==> src/rtl/add_chunk_sequencer_pkg.sv <==
// rtl/add_chunk_sequencer_pkg.sv - shared FSM encoding and counter width helper
package add_chunk_sequencer_pkg;

  typedef enum logic [1:0] {
    S_IDLE = 2'd0,
    S_RUN  = 2'd1,
    S_DONE = 2'd2
  } state_t;

  function automatic int cnt_w(input int n);
    return (n > 1) ? $clog2(n) : 1;
  endfunction

endpackage

==> src/rtl/adder_b.sv <==
// rtl/adder_b.sv - (n_bit+1)-bit carry-lookahead adder, no carry-out port
module adder_b #(
  parameter int n_bit = 15
) (
  input  logic [n_bit:0] a,
  input  logic [n_bit:0] b,
  input  logic           cin,
  output logic [n_bit:0] s
);

  logic [n_bit:0] w_g;
  logic [n_bit:0] w_p;
  logic [n_bit:0] w_c;
  logic           w_pp;
  logic           w_ci;

  assign w_g = a & b;
  assign w_p = a ^ b;

  // Each carry is a flat sum of products over all lower generate/propagate terms.
  always_comb begin
    w_c  = '0;
    w_pp = 1'b1;
    w_ci = 1'b0;
    for (int i = 0; i <= n_bit; i++) begin
      w_ci = 1'b0;
      w_pp = 1'b1;
      for (int j = i - 1; j >= 0; j--) begin
        w_ci = w_ci | (w_pp & w_g[j]);
        w_pp = w_pp & w_p[j];
      end
      w_c[i] = w_ci | (w_pp & cin);
    end
  end

  assign s = w_p ^ w_c;

endmodule

==> src/rtl/add_chunk_sequencer.sv <==
// rtl/add_chunk_sequencer.sv - multi-cycle wide add/sub, one CHUNK_W chunk per cycle LSB-first
module add_chunk_sequencer
  import add_chunk_sequencer_pkg::*;
#(
  parameter int CHUNK_W  = 16,
  parameter int N_CHUNKS = 4
) (
  input  logic                          clk,
  input  logic                          rstn,
  input  logic                          req_valid,
  output logic                          req_ready,
  input  logic [CHUNK_W*N_CHUNKS-1:0]   req_a,
  input  logic [CHUNK_W*N_CHUNKS-1:0]   req_b,
  input  logic                          req_sub,
  output logic                          rsp_valid,
  input  logic                          rsp_ready,
  output logic [CHUNK_W*N_CHUNKS-1:0]   rsp_sum,
  output logic                          rsp_cout,
  output logic                          rsp_ovf,
  output logic                          busy
);

  localparam int W  = CHUNK_W * N_CHUNKS;
  localparam int CW = cnt_w(N_CHUNKS);
  localparam logic [CW-1:0] LAST = CW'(N_CHUNKS - 1);

  state_t              r_state;
  state_t              w_next;
  logic [CW-1:0]       r_cnt;
  logic                r_carry;
  logic [W-1:0]        r_a;
  logic [W-1:0]        r_bx;
  logic [W-1:0]        r_sum;
  logic                r_cout;
  logic                r_ovf;

  logic [CHUNK_W-1:0]  w_a_ch;
  logic [CHUNK_W-1:0]  w_b_ch;
  logic [CHUNK_W-1:0]  w_s_ch;
  logic                w_a_m;
  logic                w_b_m;
  logic                w_s_m;
  logic                w_cout_ch;
  logic                w_last;

  assign w_a_ch = r_a[r_cnt*CHUNK_W +: CHUNK_W];
  assign w_b_ch = r_bx[r_cnt*CHUNK_W +: CHUNK_W];

  adder_b #(.n_bit(CHUNK_W - 1)) u_chunk_add (
    .a   (w_a_ch),
    .b   (w_b_ch),
    .cin (r_carry),
    .s   (w_s_ch)
  );

  // Carry-out recovered from the MSB operands and sum since adder_b exposes none.
  assign w_a_m     = w_a_ch[CHUNK_W-1];
  assign w_b_m     = w_b_ch[CHUNK_W-1];
  assign w_s_m     = w_s_ch[CHUNK_W-1];
  assign w_cout_ch = (w_a_m & w_b_m) | ((w_a_m | w_b_m) & ~w_s_m);
  assign w_last    = (r_cnt == LAST);

  always_ff @(posedge clk or negedge rstn) begin
    if (!rstn) r_state <= S_IDLE;
    else       r_state <= w_next;
  end

  always_comb begin
    w_next = r_state;
    case (r_state)
      S_IDLE:  if (req_valid) w_next = S_RUN;
      S_RUN:   if (w_last)    w_next = S_DONE;
      S_DONE:  if (rsp_ready) w_next = S_IDLE;
      default: w_next = S_IDLE;
    endcase
  end

  always_ff @(posedge clk or negedge rstn) begin
    if (!rstn) begin
      r_cnt   <= '0;
      r_carry <= 1'b0;
      r_a     <= '0;
      r_bx    <= '0;
      r_sum   <= '0;
      r_cout  <= 1'b0;
      r_ovf   <= 1'b0;
    end else if (r_state == S_IDLE && req_valid) begin
      r_a     <= req_a;
      r_bx    <= req_b ^ {W{req_sub}};
      r_carry <= req_sub;
      r_cnt   <= '0;
    end else if (r_state == S_RUN) begin
      r_sum[r_cnt*CHUNK_W +: CHUNK_W] <= w_s_ch;
      r_carry <= w_cout_ch;
      if (w_last) begin
        r_cout <= w_cout_ch;
        r_ovf  <= (w_s_m ^ w_a_m ^ w_b_m) ^ w_cout_ch;
      end else begin
        r_cnt <= r_cnt + 1'b1;
      end
    end
  end

  assign req_ready = (r_state == S_IDLE);
  assign rsp_valid = (r_state == S_DONE);
  assign busy      = (r_state == S_RUN) || (r_state == S_DONE);
  assign rsp_sum   = r_sum;
  assign rsp_cout  = r_cout;
  assign rsp_ovf   = r_ovf;

endmodule

==> config.mk <==
export PLATFORM = sky130hd
export DESIGN_NAME = add_chunk_sequencer
export DESIGN_NICKNAME = d
export VERILOG_FILES = /design/src/rtl/add_chunk_sequencer_pkg.sv /design/src/rtl/adder_b.sv /design/src/rtl/add_chunk_sequencer.sv
export SDC_FILE = /design/constraint.sdc
export NUM_CORES = 1
export LEC_CHECK = 0
export ABC_AREA = 1
export ABC_CLOCK_PERIOD_IN_PS = 5800
export CORE_MARGIN = 10
export CORE_UTILIZATION = 30
export CTS_BUF_LIST = sky130_fd_sc_hd__clkbuf_16
export DETAILED_ROUTE_END_ITERATION = 10
export GPL_TIMING_DRIVEN = 0
export SLEW_MARGIN = 20
export SYNTH_ARGS = -nofsm -noshare
export SYNTH_HDL_FRONTEND = slang
export SYNTH_SLANG_ARGS = --single-unit
==> constraint.sdc <==
create_clock -name clk -period 5.8 [get_ports clk]
set_input_delay 0.58 -clock clk [delete_from_list [all_inputs] [get_ports clk]]
set_output_delay 0.58 -clock clk [all_outputs]
set_load 0.01 [all_outputs]
After elaboration in Yosys (flattened, before gate mapping)
Index checks and enable logic that the tools add are counted.
- bits in registers: 199
- output and inout bits: 69
- word-level logic and storage cells: 397
- add/sub/neg operators: 2
- eq/ne operators: 7
- shift-type cells: 4
- mux-type cells: 10
- bitwise logic cells: 358
- reduce and logical (&&, ||, !) cells: 8
- operators with widths (cell ; number):
    $and A1 B1 Y1 ; 227
    $shiftx A64 B7 Y16 ; 2
    $or A1 B1 Y1 ; 122
    $bwmux W64 ; 1
    $shift A16 B34 Y64 const A ; 1
    $shiftx A16 B34 Y64 ; 1
    $xor A64 B64 Y64 ; 1
    $neg A6 Y34 ; 1
    $xor A16 B16 Y16 ; 2
    $and A15 B15 Y15 ; 1
    $mux W2 ; 6
    $pmux W2 S3 ; 1
    $reduce_and A3 Y1 ; 2
    $eq A2 B2 Y1 const B ; 2
    $ne A2 B1 Y1 const B ; 2
    $ne A2 B2 Y1 const B ; 2
    $reduce_and A2 Y1 ; 2
    $xor A1 B1 Y1 ; 3
    $add A2 B1 Y2 const B ; 1
    $eq A2 B1 Y1 const B ; 1
    $logic_not A2 Y1 ; 1
    $mux W1 ; 2
    $not A1 Y1 ; 2
    $reduce_bool A2 Y1 ; 1
    other kinds (2) ; 2

Longest topological paths before layout
Gate-level depths: netlist (run 1).
- depth after elaboration: 24
- gate-level depth with buffers: 20
- depth with buffers taken out: 17

Cells and area by module
From an unflattened synthesis (run 1), not the netlist that was laid out.
- cells, all modules: 1398
- area total of the unflattened synthesis: 10652.7 um2
- modules (own cells, without submodules) (module ; instances ; cells an instance ; area an instance (um2) ; seq. area each (um2)):
    add_chunk_sequencer ; 1 ; 1214 ; 9693.0 ; 4979.8
    adder_b ; 1 ; 184 ; 959.7 ; 0.0

Worst setup path before layout (run 1)
Ideal clock, no wire load.
- path kind: flip-flop to flip-flop
- start: reg r_cnt[1]
- end: reg r_ovf (netlist: rsp_ovf)
- arrival: 3.367 ns
- slack: 2.306 ns
- cell stages (with the launch flop): 19
- path buffers: 2
- period minus slack after synthesis: 3.494 ns
- path through: dfrtp_1 inv_1 clkbuf_1 clkbuf_1 o21ai_0 o22ai_1 ha_1 inv_1 nand2_1 nand3_1 nand2_2 nand2_1 nand3_2 nand3_1 o2111ai_1 fa_1 fa_1 xnor2_1 o21ai_0
- longest elaborated chain between the ends: 23
- elaborated cells between the ends (all ways): 59
- RTL lines (what ; line ; text):
    from (decl) ; add_chunk_sequencer.sv:29 ; logic [CW-1:0] r_cnt;
    from (signal assigned) ; add_chunk_sequencer.sv:99 ; r_cnt <= r_cnt + 1'b1;
    $shiftx A64 B7 Y16 (on tied branches) ; add_chunk_sequencer.sv:46, add_chunk_sequencer.sv:47 ;
    $xor A16 B16 Y16 or $and A15 B15 Y15 (tied branches) ; adder_b.sv:18, adder_b.sv:17 ;
    $and A1 B1 Y1 (on tied branches) ; adder_b.sv:29, adder_b.sv:30 ;
    $or A1 B1 Y1, or another cell as far along (13 in a row) ; adder_b.sv:29 ; w_ci = w_ci | (w_pp & w_g[j]);
    $or A1 B1 Y1 or $and A1 B1 Y1 (tied branches) ; adder_b.sv:29, adder_b.sv:32 ;
    $or A1 B1 Y1 ; adder_b.sv:32 ; w_c[i] = w_ci | (w_pp & cin);
    $xor A16 B16 Y16 ; adder_b.sv:36 ; assign s = w_p ^ w_c;
    $not A1 Y1 ; add_chunk_sequencer.sv:60 ; assign w_cout_ch = (w_a_m & w_b_m) | ((w_a_m | w_b_m) & ~w_s_m);
    $and A1 B1 Y1 ; add_chunk_sequencer.sv:60 ;
    $or A1 B1 Y1 ; add_chunk_sequencer.sv:60 ;
    $xor A1 B1 Y1 ; add_chunk_sequencer.sv:97 ; r_ovf <= (w_s_m ^ w_a_m ^ w_b_m) ^ w_cout_ch;
    to (signal assigned) ; add_chunk_sequencer.sv:97 ;
    to (decl) ; add_chunk_sequencer.sv:35 ; logic r_ovf;
Parallel ways exist; a longest one is shown, timed or not.
A chain may end at the register's enable or synchronous reset.

Worst setup path after layout (run 1)
Same ends and word-level chain as after synthesis.

==> results of run 1 <==
per-stage QoR:
stage | cell area, um^2 | worst slack (ps) | TNS, ps
2_1_floorplan | 9960 | 2310 | 0
3_3_place_gp | 12500 | -4330 | -857210
3_5_place_dp | 12600 | 1170 | 0
4_1_cts | 13200 | 1170 | 0
5_1_grt | 13200 | 840 | 0
6_report | 13200 | 1120 | 0
sequential cells by signal, indices dropped and copies added, names as in the netlist:
register  count
r_a          64
r_bx         64
r_carry       1
r_cnt         2
r_state       2
rsp_cout      1
rsp_ovf       1
rsp_sum      64
layout make-up:
class	count	area [um^2]	share of cell area, %
timing repair buffer	203	2070	15.7
sequential	199	4980	37.8
multi-input combinational	883	4520	34.3
clock buffer	17	425	3.23
tap	442	553	4.20
inverter	46	173	1.31
buffer	68	297	2.25
clock inverter	15	165	1.25
placed cells by master (no fill, tap or decap), types with 7 or more instances in the layout:
master,instances
a21oi_1,13
a22o_1,10
buf_2,18
clkbuf_1,45
clkbuf_16,17
clkdlybuf4s50_1,199
dfrtp_1,199
ha_1,24
inv_1,43
nand2_1,423
nand3_1,30
nand4_1,7
nor2_1,80
o21ai_0,147
o21ai_1,7
o22ai_1,28
xnor2_1,66
worst min-delay path: cells and delay by family, from the launching register on:
family | cells | cell delay, ps
and+or+nand+nor | 2 | 100
DFF | 1 | 350
routing by layer:
| metal | up-vias | wire length, um |
|---|---|---|
| met3 | 31 | 2440 |
| met1 | 4184 | 15400 |
| met5 | - | 0 |
| met4 | 0 | 567 |
| li1 | 4319 | - |
| met2 | 315 | 15800 |
logic make-up after synthesis:
kind of cell | count (synthesis) | share of synthesized area [%]
buf+inv | 114 | 4.71
compound gates | 217 | 12.1
fa+ha+maj | 27 | 3.62
simple gates | 567 | 23.1
xor+xnor | 72 | 6.48
flops | 199 | 50.0
path summary, 6_finish.rpt:
kind	from	to	slack, ps
max	r_cnt[1]	rsp_ovf	1120
max reg2reg	r_cnt[1]	rsp_ovf	1120
min	r_a[45]	r_a[45]	480
min reg2reg	r_a[45]	r_a[45]	480
max in group asynchronous	rstn	r_bx[43]	4570
min in group asynchronous	rstn	r_a[34]	530
power breakdown:
part,switching (mW),internal [mW],leakage (nW)
Sequential,0.399,1.98,2.56
Combinational,2.75,1.58,3.18
Clock,0.607,0.614,0.297
Total,3.76,4.17,6.03
==> run summary, run 1 <==
highest clock rate = 0.213 GHz
largest area contributor in the netlist = dfrtp_1
worst path arrival time = 5020 ps
Yosys Warn Count = 0
largest stage delay on the critical path = 650 ps
routed vias/inst = 4.72
die height = 202 um
fraction of final layout cells sized beyond drive strength 1 = 6.01%
status = complete, no violations
Synth top area share = 50.0%
Die Wd = 202 um
delay-heaviest family, CP = adder cells
CP Data Required Time = 6130 ps
WP buf/inv = 4
vias in the first global route = 8,991
RSZ-0062 raised after global routing = false
EDFF count, synth = 0
worst-path fanout max = 12
Crit. path cell count = 18
Worst-Margin Slew = 744 ps
leak pwr = 6.03 nW
P per Cell Area = 601 nW/um^2
# setup viols final = 0
top cells by area, synth = dfrtp_1 (50%), nand2_1 (16%), o21ai_0 (7.4%)
Detailed Route Iter0 Violations = 754
CP Class = flop to flop
part of the cycle the worst path needs = 80.8%
row cnt = 66
clock sink count = 199
fin nets = 1,578
most frequent cell after synthesis = nand2_1
WHS Path Cells = 2
CTS tree = yes
Worst Hold Class = flop to flop
Area Growth Syn to Fin = 32.3%
CTS root buffer = clkbuf_16
Max Root-Sink Buffers = 2
Mapped Nets = 1,356
crit-path cells = inv_1, clkbuf_1, clkbuf_1, o21ai_0, o22ai_1, ha_1, inv_1, nand2_1, nand3_1, nand2_2, nand2_1, nand3_2, nand3_1, o2111ai_1, fa_1, fa_1, xnor2_1, o21ai_0
Worst-path clk slew = 80 ps
DP HPWL = 26,900 um
largest net degree at the start of global routing = 99
# IOs = 202
Ant. Diodes = 0
WL/cell = 18.2 um
VDD IR max = 0.000299 V
Pins Over Slew Limit = 0
gpl congestion = 0.917
#FFs+latches synth = 199
initial antenna violation count = 0
CP Launch Type = flop
max_cap viols = 0
Synth Instances = 1,196
GRT Max-Usage Layer = met2
starting density of the core = 30.5%
# Post-CTS Setup Buffers = 0
clock latency on the worst-skew pair = 450 ps
Post-synth top cells = nand2_1 (423), dfrtp_1 (199), o21ai_0 (147)
fin util = 40.4%
htree depth = 4
residual DRC count = 0
hold buffers post-CTS = 1
number of fill cells in the layout = 3,299
hold_ws = 481 ps
GRT Residual Overflow = 0
power consumption = 7.93 mW
sequential share of the synthesized area = 50.0%
crit path time final = 4680 ps
Inserted Clock Buffers = 17
# port buffers = 200
placed insts = 1,840
slowest stage cell, crit path = fa_1
Synth Flop Type = dfrtp_1
DR vias = 8,849
drt pass-1 iters = 5
Worst R2R Path Depth = 18
die area = 40,900 um^2
post-synthesis average cell area = 8.33 um^2
global-route wire length before repair = 52,700 um
final hold violation count = 0
Max-Slew Margin vs Limit = 50.4%
post-synthesis cell type count = 37
post-cts sizing count = 0
met2 usage = 26.5%
met3 Usage GRT = 3.97%
CP Capture Type = flop
GRT Total Usage = 16.5%
Synth async-reset ratio = 100%
core area = 32,600 um^2
final wirelength = 34,100 um
met1 Use GR = 21.9%
post-route ant nets = 0
clk_skew = 15.4 ps
mapped cell area = 9960 um^2
fin cells = 1,873
Power figures use the tool's default switching activity.
==> run 2, diff against run 1 <==
--- a/config.mk
+++ b/config.mk
@@ -6,7 +6,7 @@
 export NUM_CORES = 1
 export LEC_CHECK = 0
 export ABC_AREA = 1
-export ABC_CLOCK_PERIOD_IN_PS = 5800
+export ABC_CLOCK_PERIOD_IN_PS = 4100
 export CORE_MARGIN = 10
 export CORE_UTILIZATION = 30
 export CTS_BUF_LIST = sky130_fd_sc_hd__clkbuf_16
==> constraint.sdc (replaced) <==
create_clock -name clk -period 4.1 [get_ports clk]
set_input_delay 0.41 -clock clk [delete_from_list [all_inputs] [get_ports clk]]
set_output_delay 0.41 -clock clk [all_outputs]
set_load 0.01 [all_outputs]
==> run 2 against run 1 <==
  * Worst setup slack got worse by 860 ps
  * Fmax grew 22%
  * Clock-buffer cell count unchanged
  * Sequential share of layout area decreased by 0.36 points
  * Critical path depth fell by 2
  * Sequential power increased by 42%
  * Flip-flop and latch count unchanged
  * Wire length is essentially flat
  * Die area stayed put
  * Clock skew is essentially flat
  * Critical endpoint unchanged
  * Hold slack worse by 120 ps
==> run summary, run 2 (synthesis results as in run 1) <==
status = complete, no violations
Worst Hold Class = primary input to asynchronous set/reset pin
highest clock rate = 0.260 GHz (+22%)
gpl congestion = 0.917 (unchanged)
worst path arrival time = 4180 ps (-840 ps)
Worst-Margin Slew = 641 ps (-103 ps)
fraction of final layout cells sized beyond drive strength 1 = 8.03% (+2.0 points)
number of fill cells in the layout = 3,300 (+0.030%)
clock sink count = 199 (unchanged)
# IOs = 202 (unchanged)
Area Growth Syn to Fin = 33.6%
WL/cell = 18.2 um (about the same)
power consumption = 11.4 mW (+44%)
htree depth = 4 (unchanged)
Die Wd = 202 um (unchanged)
CP Class = flop to flop
crit-path cells = buf_6, clkbuf_4, buf_4, nor2_1, o22ai_1, ha_1, nand2_1, inv_1, nand2_1, nand3_2, nand3_1, o2111ai_2, fa_2, fa_1, xnor2_2, o21ai_0
CTS root buffer = clkbuf_16
largest net degree at the start of global routing = 99 (unchanged)
GRT Total Usage = 16.5% (about the same)
slowest stage cell, crit path = fa_2
RSZ-0062 raised after global routing = false
# setup viols final = 0 (unchanged)
most common cell after layout, fill and taps aside = nand2_1
VDD IR max = 0.000423 V (+41%)
residual DRC count = 0 (unchanged)
fin util = 40.8% (+0.40 points)
initial antenna violation count = 0 (unchanged)
CTS tree = yes
post-route ant nets = 0 (unchanged)
DR vias = 8,852 (+0.034%)
drt pass-1 iters = 7 (+2)
delay-heaviest family, CP = adder cells
max_cap viols = 0 (unchanged)
hold_ws = 365 ps (-115 ps)
die area = 40,900 um^2 (unchanged)
CP Capture Type = flop
fin nets = 1,579 (+0.063%)
row cnt = 66 (unchanged)
CP Data Required Time = 4430 ps (-1700 ps)
final wirelength = 34,100 um (about the same)
Inserted Clock Buffers = 17 (unchanged)
global-route wire length before repair = 52,700 um (about the same)
# port buffers = 200 (unchanged)
die height = 202 um (unchanged)
Worst-path clk slew = 80 ps (about the same)
Max Root-Sink Buffers = 2 (unchanged)
WP buf/inv = 4 (unchanged)
P per Cell Area = 859 nW/um^2 (+43%)
vias in the first global route = 9,000 (+0.10%)
most frequent cells in the layout = nand2_1 (423), clkdlybuf4s50_1 (199), dfrtp_1 (198)
worst-path fanout max = 10 (-2)
Pins Over Slew Limit = 0 (unchanged)
part of the cycle the worst path needs = 93.7% (+13 points)
Detailed Route Iter0 Violations = 747 (-0.93%)
core area = 32,600 um^2 (unchanged)
leak pwr = 6.12 nW (+1.5%)
DP HPWL = 26,900 um (unchanged)
Ant. Diodes = 0 (unchanged)
largest stage delay on the critical path = 620 ps (-30 ps)
final hold violation count = 0 (unchanged)
CP Launch Type = flop
clock latency on the worst-skew pair = 460 ps (about the same)
CP most frequent cell = nand2_1
clk_skew = 15.5 ps (+0.0436 ps)
starting density of the core = 30.5% (unchanged)
GRT Residual Overflow = 0 (unchanged)
routed vias/inst = 4.72 (about the same)
crit path time final = 3840 ps (-843 ps)
Max-Slew Margin vs Limit = 57.3% (+6.9 points)
[run 2: repair_timing]
action / CTS / global route
hold endpoints to repair: 6 / 0
setup endpoints to repair: 3 / 1
pin swaps: 0 / 1
buffers inserted: 0 / 1
gates resized for setup: 30 / 32
hold buffers: 1 / 0
cloned: 0 / 0
[run 2: area by class of cell]
cell class	count	area (um^2)	share of cell area, %
inverter	46	175	1.32
tap	442	553	4.15
buffer	68	370	2.78
multi-input combinational	883	4560	34.3
clock inverter	15	165	1.24
sequential	199	4980	37.4
clock buffer	17	425	3.20
timing repair buffer	204	2080	15.6
[run 2: worst paths after layout]
kind	slack (ps)	startpoint	depth (start not counted)	to
max reg2reg	260	r_cnt[0]	16	rsp_ovf
max	260	r_cnt[0]	16	rsp_ovf
min in group clk	470	req_sub	3	r_bx[1]
min reg2reg	480	rsp_sum[26]	2	rsp_sum[26]
min	370	rstn	2	r_a[17]
max in group asynchronous	3050	rstn	3	r_bx[43]
[run 2: metal layers]
| metal | vias to the layer above | share of wire (%) | global-route usage [%] |
|---|---|---|---|
| met1 | 4205 | 46 | 21.9 |
| met5 | - | 0 | 0 |
| li1 | 4328 | - | - |
| met3 | 32 | 6.4 | 3.85 |
| met2 | 287 | 46 | 26.6 |
| met4 | 0 | 1.5 | 3.97 |
[run 2: metrics by stage]
stage / std cells / TNS, ps / cell area, um^2 / worst slack [ps]
floorplan: 1196 / 0 / 9960 / 606
global placement: 1838 / -1162250 / 12500 / -5860
detailed placement: 1840 / -601 / 12600 / -529
CTS: 1873 / 0 / 13200 / 13.9
global route: 1874 / 0 / 13300 / 45.2
finish: 1874 / 0 / 13300 / 259
[run 2: power breakdown]
part	total [mW]	internal (mW)	switching (mW)
Clock	1.73	0.869	0.862
Combinational	6.35	2.40	3.94
Sequential	3.36	2.79	0.564
==> run 3, diff against run 2 <==
--- a/config.mk
+++ b/config.mk
@@ -8,10 +8,11 @@
 export ABC_AREA = 1
 export ABC_CLOCK_PERIOD_IN_PS = 4100
 export CORE_MARGIN = 10
-export CORE_UTILIZATION = 30
+export CORE_UTILIZATION = 47
 export CTS_BUF_LIST = sky130_fd_sc_hd__clkbuf_16
 export DETAILED_ROUTE_END_ITERATION = 10
 export GPL_TIMING_DRIVEN = 0
+export PLACE_DENSITY = 0.77
 export SLEW_MARGIN = 20
 export SYNTH_ARGS = -nofsm -noshare
 export SYNTH_HDL_FRONTEND = slang
==> run 3 against run 2 <==
  * Global-route usage grew 5.7 points
  * Combinational power fell by 0.6%
  * Die area shrank 33%
  * Via count is 3.0% higher
  * Final area decreased by 1.4%
  * Critical path depth is 1 higher
  * Critical endpoint unchanged
  * Register-to-register slack worse by 110 ps
  * Largest power group unchanged
==> run summary, run 3 (synthesis results as in run 1) <==
status = complete, no violations
number of fill cells in the layout = 1,809 (-45%)
fin util = 62.6% (+22 points)
max_cap viols = 0 (unchanged)
# port buffers = 200 (unchanged)
Worst Hold Class = primary input to flop
DP HPWL = 24,700 um (-8.4%)
Detailed Route Iter0 Violations = 1,002 (+34%)
CP startpoint = r_cnt[1]
clk_skew = 8.39 ps (-7.10 ps)
Ant. Diodes = 0 (unchanged)
Placed Area = 12,400 um^2 (-1.7%)
DR vias = 9,118 (+3.0%)
fin nets = 1,581 (+0.13%)
final hold violation count = 0 (unchanged)
gpl congestion = 0.929 (+1.3%)
Crit. path cell count = 17 (+1)
crit-path cells = buf_4, clkbuf_4, o21ai_0, o22ai_1, ha_1, inv_1, nand2_1, nand3_1, nand2_2, nand2_1, nand3_2, nand3_1, o2111ai_1, fa_2, fa_1, xnor2_1, o21ai_0
CP Launch Type = flop
Max-Slew Margin vs Limit = 56.4% (-0.86 points)
highest clock rate = 0.253 GHz (-2.9%)
GRT Total Usage = 22.2% (+5.7 points)
die height = 166 um (-18%)
# IOs = 202 (unchanged)
clock sink count = 199 (unchanged)
Worst-Margin Slew = 653 ps (+12.9 ps)
leak pwr = 6.12 nW (about the same)
routed vias/inst = 5.34 (+13%)
vias in the first global route = 9,073 (+0.81%)
VDD IR max = 0.000471 V (+11%)
die area = 27,400 um^2 (-33%)
WP buf/inv = 3 (-1)
initial antenna violation count = 0 (unchanged)
post-route ant nets = 0 (unchanged)
final wirelength = 31,400 um (-8.2%)
largest stage delay on the critical path = 630 ps (about the same)
worst path arrival time = 4280 ps (+100 ps)
CP Class = flop to flop
area of the multi-input gates = 4570 um^2 (+0.16%)
row cnt = 53 (-20%)
worst-path fanout max = 10 (unchanged)
CP Data Required Time = 4420 ps (about the same)
Worst-path clk slew = 80 ps (about the same)
Critical Path End = rsp_ovf
largest net degree at the start of global routing = 84 (-15%)
most common cell after layout, fill and taps aside = nand2_1
part of the cycle the worst path needs = 96.5% (+2.8 points)
global-route wire length before repair = 49,700 um (-5.7%)
Max Root-Sink Buffers = 2 (unchanged)
Pins Over Slew Limit = 0 (unchanged)
CTS root buffer = clkbuf_16
drt pass-1 iters = 6 (-1)
WL/cell = 18.3 um (+0.71%)
FF-to-FF setup slack = 140 ps (-110 ps)
# setup viols final = 0 (unchanged)
delay-heaviest family, CP = adder cells
slowest stage cell, crit path = fa_2
residual DRC count = 0 (unchanged)
reg2reg end = rsp_ovf
fin area = 13,100 um^2 (-1.4%)
core area = 21,000 um^2 (-36%)
clock latency on the worst-skew pair = 440 ps (-20 ps)
fraction of final layout cells sized beyond drive strength 1 = 8.23% (+0.20 points)
Area Growth Syn to Fin = 31.7%
CP Capture Type = flop
most frequent cells in the layout = nand2_1 (423), clkdlybuf4s50_1 (199), dfrtp_1 (199)
storage element area = 4980 um^2 (about the same)
starting density of the core = 47.6% (+17 points)
Die Wd = 166 um (-18%)
CTS tree = yes
Inserted Clock Buffers = 17 (unchanged)
htree depth = 4 (unchanged)
crit path time final = 3960 ps (+115 ps)
P per Cell Area = 866 nW/um^2 (+0.81%)
Critical R2R Launch = r_cnt[1]
Worst R2R Path Depth = 17 (+1)
GRT Residual Overflow = 0 (unchanged)
-- run 3: cell types whose count changed in the layout (fill, tap and decap cells not counted), sizes merged --
| cell | change |
|---|---|
| clkinv | +1 |
| inv | -3 |
| buf | +4 |
| clkinvlp | +2 |
| clkbuf | -2 |
-- run 3: how the worst min path moves through the flow --
stage          startpoint       to  cells past startpoint
2_1_floorplan        rstn   r_a[0]                      0
3_3_place_gp      r_a[19]  r_a[19]                      2
3_5_place_dp         rstn  r_a[49]                      1
4_1_cts           req_sub  r_bx[3]                      3
5_1_grt           req_sub  r_bx[3]                      3
6_report          req_sub  r_bx[3]                      3
-- run 3: area by class of cell --
cell class | instances | area share (%)
Multi-Input combinational cell | 883 | 34.8
Tap cell | 275 | 2.62
Clock inverter | 15 | 1.26
Clock buffer | 17 | 3.24
Inverter | 46 | 1.33
Buffer | 68 | 2.84
Timing Repair Buffer | 206 | 16.0
Sequential cell | 199 | 37.9
-- run 3: worst min-delay path: stages --
cell and delay, ps:
buf_2 190, xnor2_1 170, o21ai_0 70
-- run 3: what timing repair did --
item / in CTS / in global routing
setup endpoints to repair: 1 / 1
endpoints found under the hold margin: 52 / 0
gates resized for setup: 28 / 43
hold buffers: 1 / 0
pin swaps: 0 / 4
setup buffers: 0 / 3
-- run 3: stage by stage --
step                      TNS [ps]  std cells  total power, mW  hold slack (ps)  setup WS, ps
after CTS                        0       1706             11.1              446          8.80
after floorplan                  0       1196             7.17              114           606
after global routing         -19.4       1709             12.2              458         -19.4
after detailed placement      -422       1673             9.37              343          -422
after global placement    -1067040       1671             9.24              459         -5380
final                            0       1709             11.4              447           144
-- run 3: per-layer routing --
metal | GRT usage [%] | up-vias | share of wire (%)
li1 | - | 4329 | -
met1 | 28.7 | 4264 | 43
met2 | 35.7 | 447 | 46
met3 | 5.16 | 78 | 8.1
met4 | 7.97 | 0 | 3.3
met5 | 0 | - | 0
-- run 3: where the power goes --
| part | internal (mW) | switching (mW) | leakage, nW | total, mW |
|---|---|---|---|---|
| Sequential | 2.80 | 0.580 | 2.56 | 3.38 |
| Combinational | 2.40 | 3.91 | 3.28 | 6.31 |
| Clock | 0.869 | 0.818 | 0.285 | 1.69 |
| Total | 6.06 | 5.31 | 6.12 | 11.4 |
